File: config.mk
export PLATFORM = sky130hd
export DESIGN_NAME = power_meter_ctrl
export DESIGN_NICKNAME = d
export VERILOG_FILES = /design/src/rtl/power_meter_ctrl.sv
export SDC_FILE = /design/constraint.sdc
export NUM_CORES = 1
export LEC_CHECK = 0
export BUFFER_PORTS_ARGS = -buffer_cell sky130_fd_sc_hd__buf_2
export CORE_MARGIN = 2
export CORE_UTILIZATION = 35
export DETAILED_ROUTE_END_ITERATION = 8
export SYNTH_ARGS = -nofsm -noshare
export SYNTH_HDL_FRONTEND = slang
export SYNTH_SLANG_ARGS = --single-unit
File: constraint.sdc
create_clock -name CLOCK_50 -period 4 [get_ports CLOCK_50]
set_clock_uncertainty 0.1 [all_clocks]
set_input_delay 0.8 -clock CLOCK_50 [delete_from_list [all_inputs] [get_ports CLOCK_50]]
set_output_delay 0.8 -clock CLOCK_50 [all_outputs]
set_load 0.02 [all_outputs]
File: src/rtl/power_meter_ctrl.sv
// Charge-button power meter: sweeps a level 1..LEVELS while the button is held,
// then latches the released level and offers it to the throw logic via valid/ack.
module power_meter_ctrl #(
  parameter int unsigned LEVELS      = 4,
  parameter int unsigned LVL_W       = 3,
  parameter int unsigned TICK_CYCLES = 25000000,
  parameter int unsigned BOUNCE      = 0
) (
  input  logic              CLOCK_50,
  input  logic              reset,
  input  logic              enable,
  input  logic              ack,
  output logic [LVL_W-1:0]  pow_lvl,
  output logic [LEVELS-1:0] leds,
  output logic              charging,
  output logic [LVL_W-1:0]  locked_lvl,
  output logic              locked_valid
);

  localparam int unsigned      CNT_W     = $clog2(TICK_CYCLES) + 1;
  localparam logic [CNT_W-1:0] TICK_LAST = CNT_W'(TICK_CYCLES - 1);
  localparam logic [LVL_W-1:0] LVL_ONE   = LVL_W'(1);
  localparam logic [LVL_W-1:0] LVL_MAX   = LVL_W'(LEVELS);

  typedef enum logic [1:0] {IDLE, CHARGE, HOLD} state_t;

  state_t           state;
  logic [CNT_W-1:0] tick_cnt;
  logic             dir_down;
  logic             enable_d;
  logic [LVL_W-1:0] next_lvl;
  logic             next_down;

  function automatic logic [LEVELS-1:0] therm(input logic [LVL_W-1:0] lvl);
    logic [LEVELS-1:0] t;
    t = '0;
    for (int unsigned i = 0; i < LEVELS; i++) begin
      t[i] = (32'(lvl) > i);
    end
    return t;
  endfunction

  // Level after one step; a single-level meter never moves.
  always_comb begin
    next_lvl  = pow_lvl;
    next_down = dir_down;
    if (LEVELS > 1) begin
      if (BOUNCE == 0) begin
        next_lvl = (pow_lvl == LVL_MAX) ? LVL_ONE : pow_lvl + LVL_ONE;
      end else if (!dir_down) begin
        if (pow_lvl == LVL_MAX) begin
          next_lvl  = pow_lvl - LVL_ONE;
          next_down = 1'b1;
        end else begin
          next_lvl = pow_lvl + LVL_ONE;
        end
      end else begin
        if (pow_lvl == LVL_ONE) begin
          next_lvl  = pow_lvl + LVL_ONE;
          next_down = 1'b0;
        end else begin
          next_lvl = pow_lvl - LVL_ONE;
        end
      end
    end
  end

  always_ff @(posedge CLOCK_50) begin
    if (reset) begin
      state        <= IDLE;
      pow_lvl      <= LVL_ONE;
      dir_down     <= 1'b0;
      tick_cnt     <= '0;
      locked_lvl   <= '0;
      locked_valid <= 1'b0;
      charging     <= 1'b0;
      enable_d     <= 1'b1;
    end else begin
      enable_d <= enable;
      case (state)
        IDLE: begin
          pow_lvl <= LVL_ONE;
          if (enable && !enable_d) begin
            state    <= CHARGE;
            tick_cnt <= '0;
            charging <= 1'b1;
            dir_down <= 1'b0;
          end
        end
        CHARGE: begin
          // Release takes precedence over a coincident tick.
          if (!enable) begin
            state        <= HOLD;
            locked_lvl   <= pow_lvl;
            locked_valid <= 1'b1;
            charging     <= 1'b0;
          end else if (tick_cnt == TICK_LAST) begin
            tick_cnt <= '0;
            pow_lvl  <= next_lvl;
            dir_down <= next_down;
          end else begin
            tick_cnt <= tick_cnt + CNT_W'(1);
          end
        end
        HOLD: begin
          if (ack) begin
            state        <= IDLE;
            locked_valid <= 1'b0;
            pow_lvl      <= LVL_ONE;
          end
        end
        default: state <= IDLE;
      endcase
    end
  end

  always_comb begin
    leds = '0;
    case (state)
      CHARGE:  leds = therm(pow_lvl);
      HOLD:    leds = therm(locked_lvl);
      default: leds = '0;
    endcase
  end

endmodule

Word level (Yosys, flattened, before mapping)
Cells that the tools add are included.
Storage, ports and cells
  input bits: 4
  memories kept: 0
  ROM bits: 0
  flip-flop bits (word level): 37
  bits in latches: 0
  output and inout bits: 12
  RAM bits: 0
Cells by class
  reduce and logical (&&, ||, !) cells: 12
  shifts and indexed selects: 0
  add/sub/neg operators: 2
  magnitude comparators: 8
  equal/unequal tests: 9
  muxes and demuxes: 20
  div/mod/pow operators: 0
  bitwise logic cells: 1
  $mul: 0
Operators with widths (count)
  $mux W26: 3
  $pmux W26 S2: 1
  $add A26 B1 Y26 const B: 1
  $eq A26 B25 Y1 const B: 1
  $gt A3 B1 Y1 const B: 4
  $gt A3 B2 Y1 const B: 4
  $mux W3: 4
  $reduce_and A3 Y1: 4
  $ne A2 B2 Y1 const B: 5
  $pmux W3 S3: 1
  $pmux W4 S2: 1
  $mux W2: 3
  $pmux W2 S3: 1
  $mux W1: 4
  $pmux W1 S2: 2
  $reduce_and A4 Y1: 1
  $reduce_bool A2 Y1: 2
  $add A3 B1 Y3 const B: 1
  $eq A3 B3 Y1 const B: 1
  $reduce_bool A3 Y1: 1
  $eq A2 B1 Y1 const B: 1
  $eq A2 B2 Y1 const B: 1
  $logic_not A2 Y1: 1
  $reduce_and A2 Y1: 1
  3 further kinds: 3

Depth between registers and ports, before layout
Gate-level depths: netlist (run 1).
  depth in word-level cells: 5
  depth in mapped cells: 9
  gate-level depth less buffers: 6

Worst setup path after synthesis (run 1)
OpenSTA, ideal clock, no wires.
  kind: register -> output
  start: register pow_lvl[1]
  end: output port leds[0]
  slack: 1578 ps
  cell stages (with the launch flop): 6
  data arrival time: 1522 ps
  path through: dfxtp_1 inv_1 ha_1 a21oi_1 a21oi_1 a21boi_0
Between the ends
  longest elaborated chain between the ends: 2
RTL lines
  from (decl): line 13  | output logic [LVL_W-1:0] pow_lvl,
  from (signal assigned): line 99  | pow_lvl <= next_lvl;
  $gt A3 B1 Y1: line 38  | t[i] = (32'(lvl) > i);
  $pmux W4 S2: line 119  | case (state)
  to (decl): line 14  | output logic [LEVELS-1:0] leds,
No other way between the ends.

Worst setup path after layout (run 1)
  start: register state[1]
  end: output port leds[3]
Between the ends
  longest elaborated chain between the ends: 2
  elaborated cells between the ends (all ways): 3
  those cells by class: 2 x eq/ne; 1 x mux
RTL lines
  from (decl): line 27  | state_t state;
  from (signal assigned): line 70  | state <= IDLE;
  from (signal assigned): line 84  | state <= CHARGE;
  from (signal assigned): line 93  | state <= HOLD;
  $eq A2 B2 Y1 / $eq A2 B1 Y1 (equally long branches): line 119
  $pmux W4 S2 (*): line 119
Mark *: on every way between the ends. The rest lies on a longest branch, timed or not.

==> impl_metrics.toml, run 1 <==
[run_status]
run_status = "complete, no violations"

[power]
power.ir.vdd_worst_uv = 250.9
power.leakage_nw = 0.8006
power_mw = 0.9177
power_density_nw_per_um2 = 373.8

[floorplan]
floorplan.die.width_um = 84.44
die-area_um2 = 7130
floorplan.rows = 29
coreArea_um2 = 6314
y_dimension_of_the_die_um = 84.44
start_util_pct = 35.87
boundaryPins = 16

[synthesis]
syn-num-nets = 287
ys_top_cells_by_area = "sky130_fd_sc_hd__dfxtp_1 33%, sky130_fd_sc_hd__ha_1 5.5%, sky130_fd_sc_hd__o21ai_0 4.6%"
synth_cells = 273
synth-edff-count = 0
synth.cell_area_um2 = 2265
yosys_most_used_dff = "sky130_fd_sc_hd__dfxtp_1"
synth_async_sr_flop_share_pct = 0
avgSynthCellArea_um2 = 8.296
yosysUniqueCellTypes = 52
yosys.area.top_type_share_pct = 32.71
synth_seq_area_share_pct = 32.71
synth.largest_area_cell = "sky130_fd_sc_hd__dfxtp_1"
synth-seq-cells = 37
yosysWarnings = 0

[placement]
io_buffer_count = 15
place.detailed.hpwl_mm = 3.842
postPlaceCellArea_um2 = 2369
place_inst = 350
gpl.final_weighted_congestion = 0.8659

[global_route]
use_met1_pct = 22.24
grt_use_met3_pct = 3.540
wire_length_of_the_first_global_routing_pass_mm = 9.066
antenna_found_initial = 0
grt_most_used_layer = "met2"
grt_pass1_vias = 1759
global_route.overflow_total = 0
grtUsageTotal_pct = 15.47
met2_usage_pct = 23.38
pin_count_of_the_biggest_net_entering_global_routing = 25

[clock_network]
ctsHtreeMaxLevel = 2
clock_sinks = 37
insertion_delay_ns = 0.29
ctsHoldBuffers = 0
cts_tree = "built"
cts_buffers = 5
clk_buf_depth = 2
cts_resized = 0
cts.clk_slew.worst_paths_ns = 0.08
post-cts-setup-buffers = 0
cts_root_buffer = "sky130_fd_sc_hd__clkbuf_8"

[finish]
final-instance-count-excl-fill = 358
drive_above_1_share_pct = 13.17
insertedDiodeCount = 0
area.growth.synth_to_final_pct = 8.398
layout.nets = 294
postLayoutCoreUtil_pct = 38.88
post-route-cell-area_um2 = 2455

[routing]
detail_route.vias_per_cell = 5.774
ant_nets = 0
first_iter_violations = 137
wl_per_cell_um = 15.08
wire_length_after_detailed_routing_mm = 5.397
post-route-drc-count = 0
firstDrtPassIters = 4
num_vias = 2067

[setup_path]
crit_path_max_fanout = 10
critPathCaptureType = "output pin"
timing.critical_path.required_ns = 3.10
setup_crit_path_kind = "flip-flop to output pin"
ff2ff_setup_slack_ns = 1.52
cp-start-kind = "flip-flop"
critPathArrivalTime_ns = 1.86

[sta]
post-route-min-period_ns = 2.762
worst_pin_slew_ns = 0.9268
timing.max_slew.rel_slack_pct = 38.06
slew_violations = 0
finalSetupViolations = 0
rsz_0062_raised_after_global_routing = "no"
fmax_mhz = 362.0
fin_hold_viols = 0
finalCritPeriodShare_pct = 69.06
final_sum_of_negative_setup_slack_ns = 0

[flow_run]
maxCapViolations = 0

[hold_path]
timing.hold.worst.class = "flip-flop to flip-flop"
## cells in the mapped netlist, types with 4 or more instances
cell / instances
sky130_fd_sc_hd__mux2i_1: 6
sky130_fd_sc_hd__ha_1: 10
sky130_fd_sc_hd__nand2b_1: 4
sky130_fd_sc_hd__nor2b_1: 4
sky130_fd_sc_hd__or3_1: 7
sky130_fd_sc_hd__clkbuf_1: 8
sky130_fd_sc_hd__nor2_1: 11
sky130_fd_sc_hd__and3_1: 4
sky130_fd_sc_hd__o21ai_0: 21
sky130_fd_sc_hd__o211ai_1: 5
sky130_fd_sc_hd__nand2_1: 19
sky130_fd_sc_hd__inv_1: 10
sky130_fd_sc_hd__nand3_1: 13
sky130_fd_sc_hd__dfxtp_1: 37
sky130_fd_sc_hd__nand4_1: 13
sky130_fd_sc_hd__a211oi_1: 12
sky130_fd_sc_hd__a21oi_1: 15
sky130_fd_sc_hd__o31ai_1: 4
sky130_fd_sc_hd__and4_1: 9
sky130_fd_sc_hd__nor3_1: 7
## final timing paths
check,start,to,cells past startpoint
max,state[1]$_SDFFE_PP0P_,leds[3],6
min,tick_cnt[1]$_SDFFE_PP0P_,tick_cnt[1]$_SDFFE_PP0P_,2
max reg2reg,state[0]$_SDFFE_PP0P_,tick_cnt[25]$_SDFFE_PP0P_,6
min reg2reg,tick_cnt[1]$_SDFFE_PP0P_,tick_cnt[1]$_SDFFE_PP0P_,2
## layer usage
metal	wire (um)	part of all wire (%)
met5	0	0
met4	24	0.44
met3	166	3.1
met2	2459	46
met1	2747	51
## registers in the layout, summed over array words and instances, names as in the netlist
| register | cells |
|---|---|
| charging | 1 |
| state | 2 |
| enable_d | 1 |
| locked_lvl | 3 |
| locked_valid | 1 |
| tick_cnt | 26 |
| pow_lvl | 3 |
## layout by cell type, fill, tap and decap left out, types with 5 or more instances in the layout
cell and count:
sky130_fd_sc_hd__a211oi_1 12, sky130_fd_sc_hd__a21oi_1 15, sky130_fd_sc_hd__and4_1 9, sky130_fd_sc_hd__buf_2 15, sky130_fd_sc_hd__clkbuf_8 5, sky130_fd_sc_hd__dfxtp_1 37
sky130_fd_sc_hd__ha_1 10, sky130_fd_sc_hd__inv_1 10, sky130_fd_sc_hd__mux2i_1 6, sky130_fd_sc_hd__nand2_1 19, sky130_fd_sc_hd__nand3_1 13, sky130_fd_sc_hd__nand4_1 13
sky130_fd_sc_hd__nor2_1 11, sky130_fd_sc_hd__nor3_1 7, sky130_fd_sc_hd__o211ai_1 5, sky130_fd_sc_hd__o21ai_0 21, sky130_fd_sc_hd__or3_1 7
## layout make-up
class | count | area, um^2
clock buffer | 5 | 68.82
clock inverter | 3 | 17.52
fill | 657 | 3859
inverter | 10 | 37.54
multi-input combinational | 210 | 1411
sequential | 37 | 740.7
tap | 77 | 96.34
timing repair buffer | 16 | 82.58
## critical path, cell delays in order (launching register included)
cell and delay (ns):
sky130_fd_sc_hd__dfxtp_1 0.34, sky130_fd_sc_hd__inv_1 0.10, sky130_fd_sc_hd__ha_1 0.35, sky130_fd_sc_hd__inv_1 0.17, sky130_fd_sc_hd__o31a_1 0.33, sky130_fd_sc_hd__nor2b_1 0.11
sky130_fd_sc_hd__buf_2 0.17
## through the flow
stage          hold slack [ns]  setup slack [ns]
6_report                0.3981             1.238
5_1_grt                 0.4162             1.043
4_1_cts                 0.3946             1.199
3_5_place_dp            0.3805             1.438
3_3_place_gp            0.3793             1.509
2_1_floorplan           0.3623             1.578
## where the power goes
part           internal (mW)  switching, mW  leakage (nW)  total, mW
sequential             0.388         0.0190         0.299      0.407
clock                  0.120          0.142        0.0439      0.262
combinational         0.0901          0.159         0.458      0.249
## cells by family after synthesis
kind of cell,after synthesis,share of synthesized area (%)
AOI/OAI and AO/OA,80,23.98
xor gates and xnor gates,4,1.547
adders and majority gates,10,5.525
buffers and inverters,26,4.972
DFF,37,32.71
muxes,6,2.652
and+or+nand+nor,110,28.62
Note: power is estimated with default switching activity, not from simulation.
==> inputs of run 2 (changes only) <==
==> constraint.sdc (replaced) <==
create_clock -name CLOCK_50 -period 2.39 [get_ports CLOCK_50]
set_clock_uncertainty 0.1 [all_clocks]
set_input_delay 0.478 -clock CLOCK_50 [delete_from_list [all_inputs] [get_ports CLOCK_50]]
set_output_delay 0.478 -clock CLOCK_50 [all_outputs]
set_load 0.02 [all_outputs]
==> run 2 against run 1 <==
Against the previous run:
- sequential share of layout area is 2.0 points lower
- global-route usage is 0.55 points higher
- critical path depth stayed put
- worst setup slack worse by 1.1 ns
- utilization is 3.0 points higher
- via count is 5.0% higher
- final area is 7.6% higher
==> impl_metrics.toml, run 2 (synthesis gave the netlist of run 1 again) <==
[clock_network]
cts.clk_slew.worst_paths_ns = 0.08
ctsHtreeMaxLevel = 2
insertion_delay_ns = 0.29
cts_tree = "built"
clock_sinks = 37
ctsHoldBuffers = 0
clk_buf_depth = 2
cts_root_buffer = "sky130_fd_sc_hd__clkbuf_8"
cts_buffers = 5

[global_route]
wire_length_of_the_first_global_routing_pass_mm = 9.439
grtUsageTotal_pct = 16.02
antenna_found_initial = 0
grt_pass1_vias = 1976
global_route.overflow_total = 0
pin_count_of_the_biggest_net_entering_global_routing = 18

[sta]
timing.max_slew.rel_slack_pct = 64.43
worst_pin_slew_ns = 0.5335
slew_violations = 0
fin_hold_viols = 0
finalSetupViolations = 0
fmax_mhz = 449.6
final_sum_of_negative_setup_slack_ns = 0
post-route-min-period_ns = 2.224
rsz_0062_raised_after_global_routing = "no"
finalCritPeriodShare_pct = 93.07

[floorplan]
die-area_um2 = 7130
floorplan.die.width_um = 84.44
y_dimension_of_the_die_um = 84.44
coreArea_um2 = 6314
boundaryPins = 16
floorplan.rows = 29
start_util_pct = 35.87

[routing]
firstDrtPassIters = 4
first_iter_violations = 105
num_vias = 2170
post-route-drc-count = 0
wl_per_cell_um = 15.16
ant_nets = 0
detail_route.vias_per_cell = 5.818
wire_length_after_detailed_routing_mm = 5.654

[flow_run]
maxCapViolations = 0

[finish]
insertedDiodeCount = 0
filler_cell_count = 668
area.growth.synth_to_final_pct = 16.68
layout.nets = 309
mostFrequentLayoutCells = "35 x sky130_fd_sc_hd__dfxtp_1, 21 x sky130_fd_sc_hd__o21ai_0, 19 x sky130_fd_sc_hd__nand2_1"
largest_register_ff_count = 26
biggestRegsByFlops = "tick_cnt: 26 flops, locked_lvl: 3 flops, pow_lvl: 3 flops"
drive_above_1_share_pct = 18.92
regMostFlops = "tick_cnt"
mostFrequentLayoutCell = "sky130_fd_sc_hd__dfxtp_1"

[placement]
io_buffer_count = 15
place.detailed.hpwl_mm = 4.151
gpl.final_weighted_congestion = 0.7823

[hold_path]
holdCritStartpoint = "tick_cnt[1]$_SDFFE_PP0P_"
timing.hold.worst.class = "flip-flop to flip-flop"

[setup_path]
critPathCaptureType = "output pin"
critPathLaunch = "state[1]$_SDFFE_PP0P_"
cp-start-kind = "flip-flop"
critPathArrivalTime_ns = 1.65
timing.critical_path.required_ns = 1.81
timing.rr.start = "tick_cnt[9]$_SDFFE_PP0P_"
setup_crit_path_kind = "flip-flop to output pin"
crit_path_max_fanout = 10

[run_status]
run_status = "complete, no violations"

[power]
power.ir.vdd_worst_uv = 629.5
power_density_nw_per_um2 = 686.0
power.leakage_nw = 0.9078
power_mw = 1.813
==> run 2: cell types whose count changed in the layout (fill, tap and decap cells not counted), sizes merged <==
cell and change:
clkinv -1, clkinvlp -1, bufinv +2, buf +15
==> run 2: metal layers <==
layer | global-route usage [%] | wire [um]
met5 | 0 | 0
met3 | 2.655 | 244
met1 | 22.03 | 2814
met4 | 4.618 | 37
met2 | 25.97 | 2558
==> run 2: layout make-up <==
class                      instances  area (um^2)  area share (%)
multi-input combinational        210         1424           53.88
inverter                          10        37.54           1.420
clock inverter                     3        65.06           2.462
clock buffer                       5        68.82           2.604
sequential                        37        743.2           28.13
tap                               77        96.34           3.646
timing repair buffer              31        207.7           7.860
==> run 2: where the power goes <==
part | internal, mW | switching (mW) | total, mW | leakage (nW)
sequential | 0.651 | 0.0371 | 0.688 | 0.300
clock | 0.415 | 0.236 | 0.651 | 0.0681
combinational | 0.195 | 0.279 | 0.474 | 0.540
==> run 2: worst max-delay path, cell delays in order (launching register included) <==
cell,delay [ns]
sky130_fd_sc_hd__dfxtp_1,0.35
sky130_fd_sc_hd__inv_2,0.10
sky130_fd_sc_hd__ha_4,0.19
sky130_fd_sc_hd__inv_1,0.12
sky130_fd_sc_hd__o31a_1,0.31
sky130_fd_sc_hd__nor2b_1,0.11
sky130_fd_sc_hd__buf_2,0.17
==> run 2: worst paths after layout <==
kind | depth (start not counted) | endpoint | slack, ns
setup / recovery | 6 | leds[3] | 0.17
hold / removal | 2 | tick_cnt[1]$_SDFFE_PP0P_ | 0.40
setup reg to reg | 4 | tick_cnt[19]$_SDFFE_PP0P_ | 0.25
hold reg to reg | 2 | tick_cnt[1]$_SDFFE_PP0P_ | 0.40
==> run 2: timing repair <==
item	4_1_cts	5_1_grt
endpoints found under the hold margin	0	0
cloned	0	0
buffers inserted	0	1
gates resized for setup	1	4
setup endpoints to repair	2	3
pin swaps	0	1
==> run 2: through the flow <==
step                hold WS, ns  setup WS (ns)  util, %  std cells  area (um^2)
detailed placement       0.3862        0.08524    39.38        364         2486
global placement         0.3704         0.1709    39.38        364         2486
finish                   0.4000         0.1656    41.85        373         2643
CTS                      0.3967        0.03924    41.54        372         2623
floorplan                0.3623         0.2896        -        273         2265
global route             0.4247        0.04233    41.85        373         2643
==> inputs of run 3 (changes only) <==
==> constraint.sdc (replaced) <==
create_clock -name CLOCK_50 -period 2.39 [get_ports CLOCK_50]
set_clock_uncertainty 0.1 [all_clocks]
set_input_delay 0.239 -clock CLOCK_50 [delete_from_list [all_inputs] [get_ports CLOCK_50]]
set_output_delay 0.239 -clock CLOCK_50 [all_outputs]
set_load 0.02 [all_outputs]
==> run 3 against run 2 <==
Against the previous run:
- power down 12%
- maximum frequency is 2.8% higher
- global-route usage increased by 0.80 points
- cell count fell by 1.1%
- sequential cell count is the same
- die area unchanged
- register-to-register slack worse by 0.02 ns
- clock power is 30% lower
- sequential power fell by 1%
- critical path depth decreased by 2
- via count up 1.5%
- sequential share of layout area up 0.71 points
- largest power group unchanged
==> impl_metrics.toml, run 3 (synthesis gave the netlist of run 1 again) <==
[run_status]
run_status = "complete, no violations"

[finish]
biggestRegsByFlops = "tick_cnt: 26 flops, locked_lvl: 3 flops, pow_lvl: 3 flops"
area.growth.synth_to_final_pct = 13.43
mostFrequentLayoutCell = "sky130_fd_sc_hd__dfxtp_1"
regMostFlops = "tick_cnt"
largest_register_ff_count = 26
mostFrequentLayoutCells = "37 x sky130_fd_sc_hd__dfxtp_1, 21 x sky130_fd_sc_hd__o21ai_0, 19 x sky130_fd_sc_hd__nand2_1"
insertedDiodeCount = 0
drive_above_1_share_pct = 17.12
layout.nets = 306

[sta]
rsz_0062_raised_after_global_routing = "no"
finalCritPeriodShare_pct = 90.53
timing.max_slew.rel_slack_pct = 67.25
worst_pin_slew_ns = 0.4912
finalSetupViolations = 0
fmax_mhz = 462.2
slew_violations = 0
layout_setup_ws_ns = 0.2262
fin_hold_viols = 0
post-route-min-period_ns = 2.164
final_sum_of_negative_setup_slack_ns = 0

[floorplan]
floorplan.rows = 29
boundaryPins = 16
coreArea_um2 = 6314
floorplan.die.width_um = 84.44
y_dimension_of_the_die_um = 84.44
start_util_pct = 35.87
die-area_um2 = 7130

[hold_path]
timing.hold.worst.class = "input port to flip-flop"

[setup_path]
crit_end = "tick_cnt[21]$_SDFFE_PP0P_"
crit_path_max_fanout = 11
timing.rr.start = "tick_cnt[7]$_SDFFE_PP0P_"
timing.critical_path.required_ns = 2.51
cells_traversed_along_the_worst_timing_path = "nand4_2, or4_4, or4_4, a211oi_2"
ff2ff_setup_slack_ns = 0.23
setup_crit_path_kind = "flip-flop to flip-flop"
cell_type_with_the_highest_occurrence_count_on_the_critical_path = "sky130_fd_sc_hd__or4_4"
critPathCaptureType = "flip-flop"
family_of_cells_with_the_greatest_summed_delay_on_the_critical_path = "simple AND/OR/NAND/NOR gates"
critPathArrivalTime_ns = 2.28
critPathLaunch = "tick_cnt[7]$_SDFFE_PP0P_"
cp-start-kind = "flip-flop"
timing.reg2reg.worst_path_depth = 4
r2r_path_end = "tick_cnt[21]$_SDFFE_PP0P_"
slowest_delay_ns = 0.59
slowest_stage_cell_cp = "sky130_fd_sc_hd__or4_4"
logic_depth_of_the_worst_path_buffers_included = 4
critPathBufInv = 0

[routing]
firstDrtPassIters = 4
wire_length_after_detailed_routing_mm = 5.675
wl_per_cell_um = 15.38
ant_nets = 0
num_vias = 2202
post-route-drc-count = 0
first_iter_violations = 169
detail_route.vias_per_cell = 5.967

[clock_network]
cts_buffers = 5
insertion_delay_ns = 0.30
cts_tree = "built"
ctsHoldBuffers = 0
clock_sinks = 37
cts_root_buffer = "sky130_fd_sc_hd__clkbuf_8"
clk_buf_depth = 2
cts.clk_slew.worst_paths_ns = 0.07
ctsHtreeMaxLevel = 2

[placement]
gpl.final_weighted_congestion = 0.8812
dp_slack_ns = 0.03519
io_buffer_count = 15
place.detailed.hpwl_mm = 3.992

[global_route]
wire_length_of_the_first_global_routing_pass_mm = 9.894
antenna_found_initial = 0
pin_count_of_the_biggest_net_entering_global_routing = 18
grt_pass1_vias = 2058
global_route.overflow_total = 0
grtUsageTotal_pct = 16.82

[power]
power_density_nw_per_um2 = 618.5
power.ir.vdd_worst_uv = 387.6
power.leakage_nw = 0.8662

[flow_run]
maxCapViolations = 0
-- run 3: cell count changes in the layout (fill, tap and decap cells not counted), moves of 2 or more --
cell,before,now
sky130_fd_sc_hd__buf_4,15,12
sky130_fd_sc_hd__bufinv_16,2,0
sky130_fd_sc_hd__dfxtp_1,35,37
sky130_fd_sc_hd__dfxtp_2,2,0
sky130_fd_sc_hd__ha_2,0,2
-- run 3: power breakdown --
part | total [mW] | internal, mW | leakage [nW] | switching (mW)
sequential | 0.681 | 0.649 | 0.299 | 0.0328
clock | 0.456 | 0.229 | 0.0443 | 0.227
combinational | 0.451 | 0.175 | 0.523 | 0.276
-- run 3: area by class of cell --
class | count | area (um^2)
clock buffers | 7 | 86.33
fillers | 656 | 3745
inverters | 10 | 37.54
multi-input cells | 210 | 1423
flip-flops and latches | 37 | 740.7
well taps | 77 | 96.34
repair buffers | 28 | 185.2
-- run 3: per-stage QoR --
stage	power [mW]	cell area (um^2)	util (%)	std cells	hold slack, ns
floorplan	1.015	2265	-	273	0.3374
global placement	1.130	2464	39.02	361	0.3794
detailed placement	1.134	2464	39.02	361	0.3869
CTS	1.586	2550	40.39	368	0.1695
global route	1.686	2569	40.69	369	0.1760
finish	1.589	2569	40.69	369	0.1696
-- run 3: worst min-delay path by stage --
stage                                  to                     start  slack, ns  cells after the start
5_1_grt        locked_lvl[2]$_SDFFE_PP0P_                     reset       0.18                      2
2_1_floorplan   locked_valid$_SDFFE_PP0P_                       ack       0.34                      3
6_report        locked_valid$_SDFFE_PP0P_                     reset       0.17                      2
4_1_cts        locked_lvl[2]$_SDFFE_PP0P_                     reset       0.17                      2
3_5_place_dp        charging$_SDFFE_PP0P_     charging$_SDFFE_PP0P_       0.39                      2
3_3_place_gp     tick_cnt[1]$_SDFFE_PP0P_  tick_cnt[1]$_SDFFE_PP0P_       0.38                      2
-- run 3: timing repair --
action / in CTS / in global routing
resized for setup: 0 / 3
endpoints found under the setup margin: 0 / 10
buffers inserted: 0 / 1
-- run 3: worst reg2reg max path, cell delays in order (launching register included) --
cell and delay [ns]:
sky130_fd_sc_hd__dfxtp_1 0.48, sky130_fd_sc_hd__nand4_2 0.17, sky130_fd_sc_hd__or4_4 0.59, sky130_fd_sc_hd__or4_4 0.54
sky130_fd_sc_hd__a211oi_2 0.21
-- run 3: metal layers --
layer  share of wire [%]  track usage (%)  up-vias
li1                    -                -     1086
met4                 1.1            4.906        0
met2                  44            25.90       64
met3                 4.7            4.130        6
met1                  50            23.45     1046
met5                   0                0        -
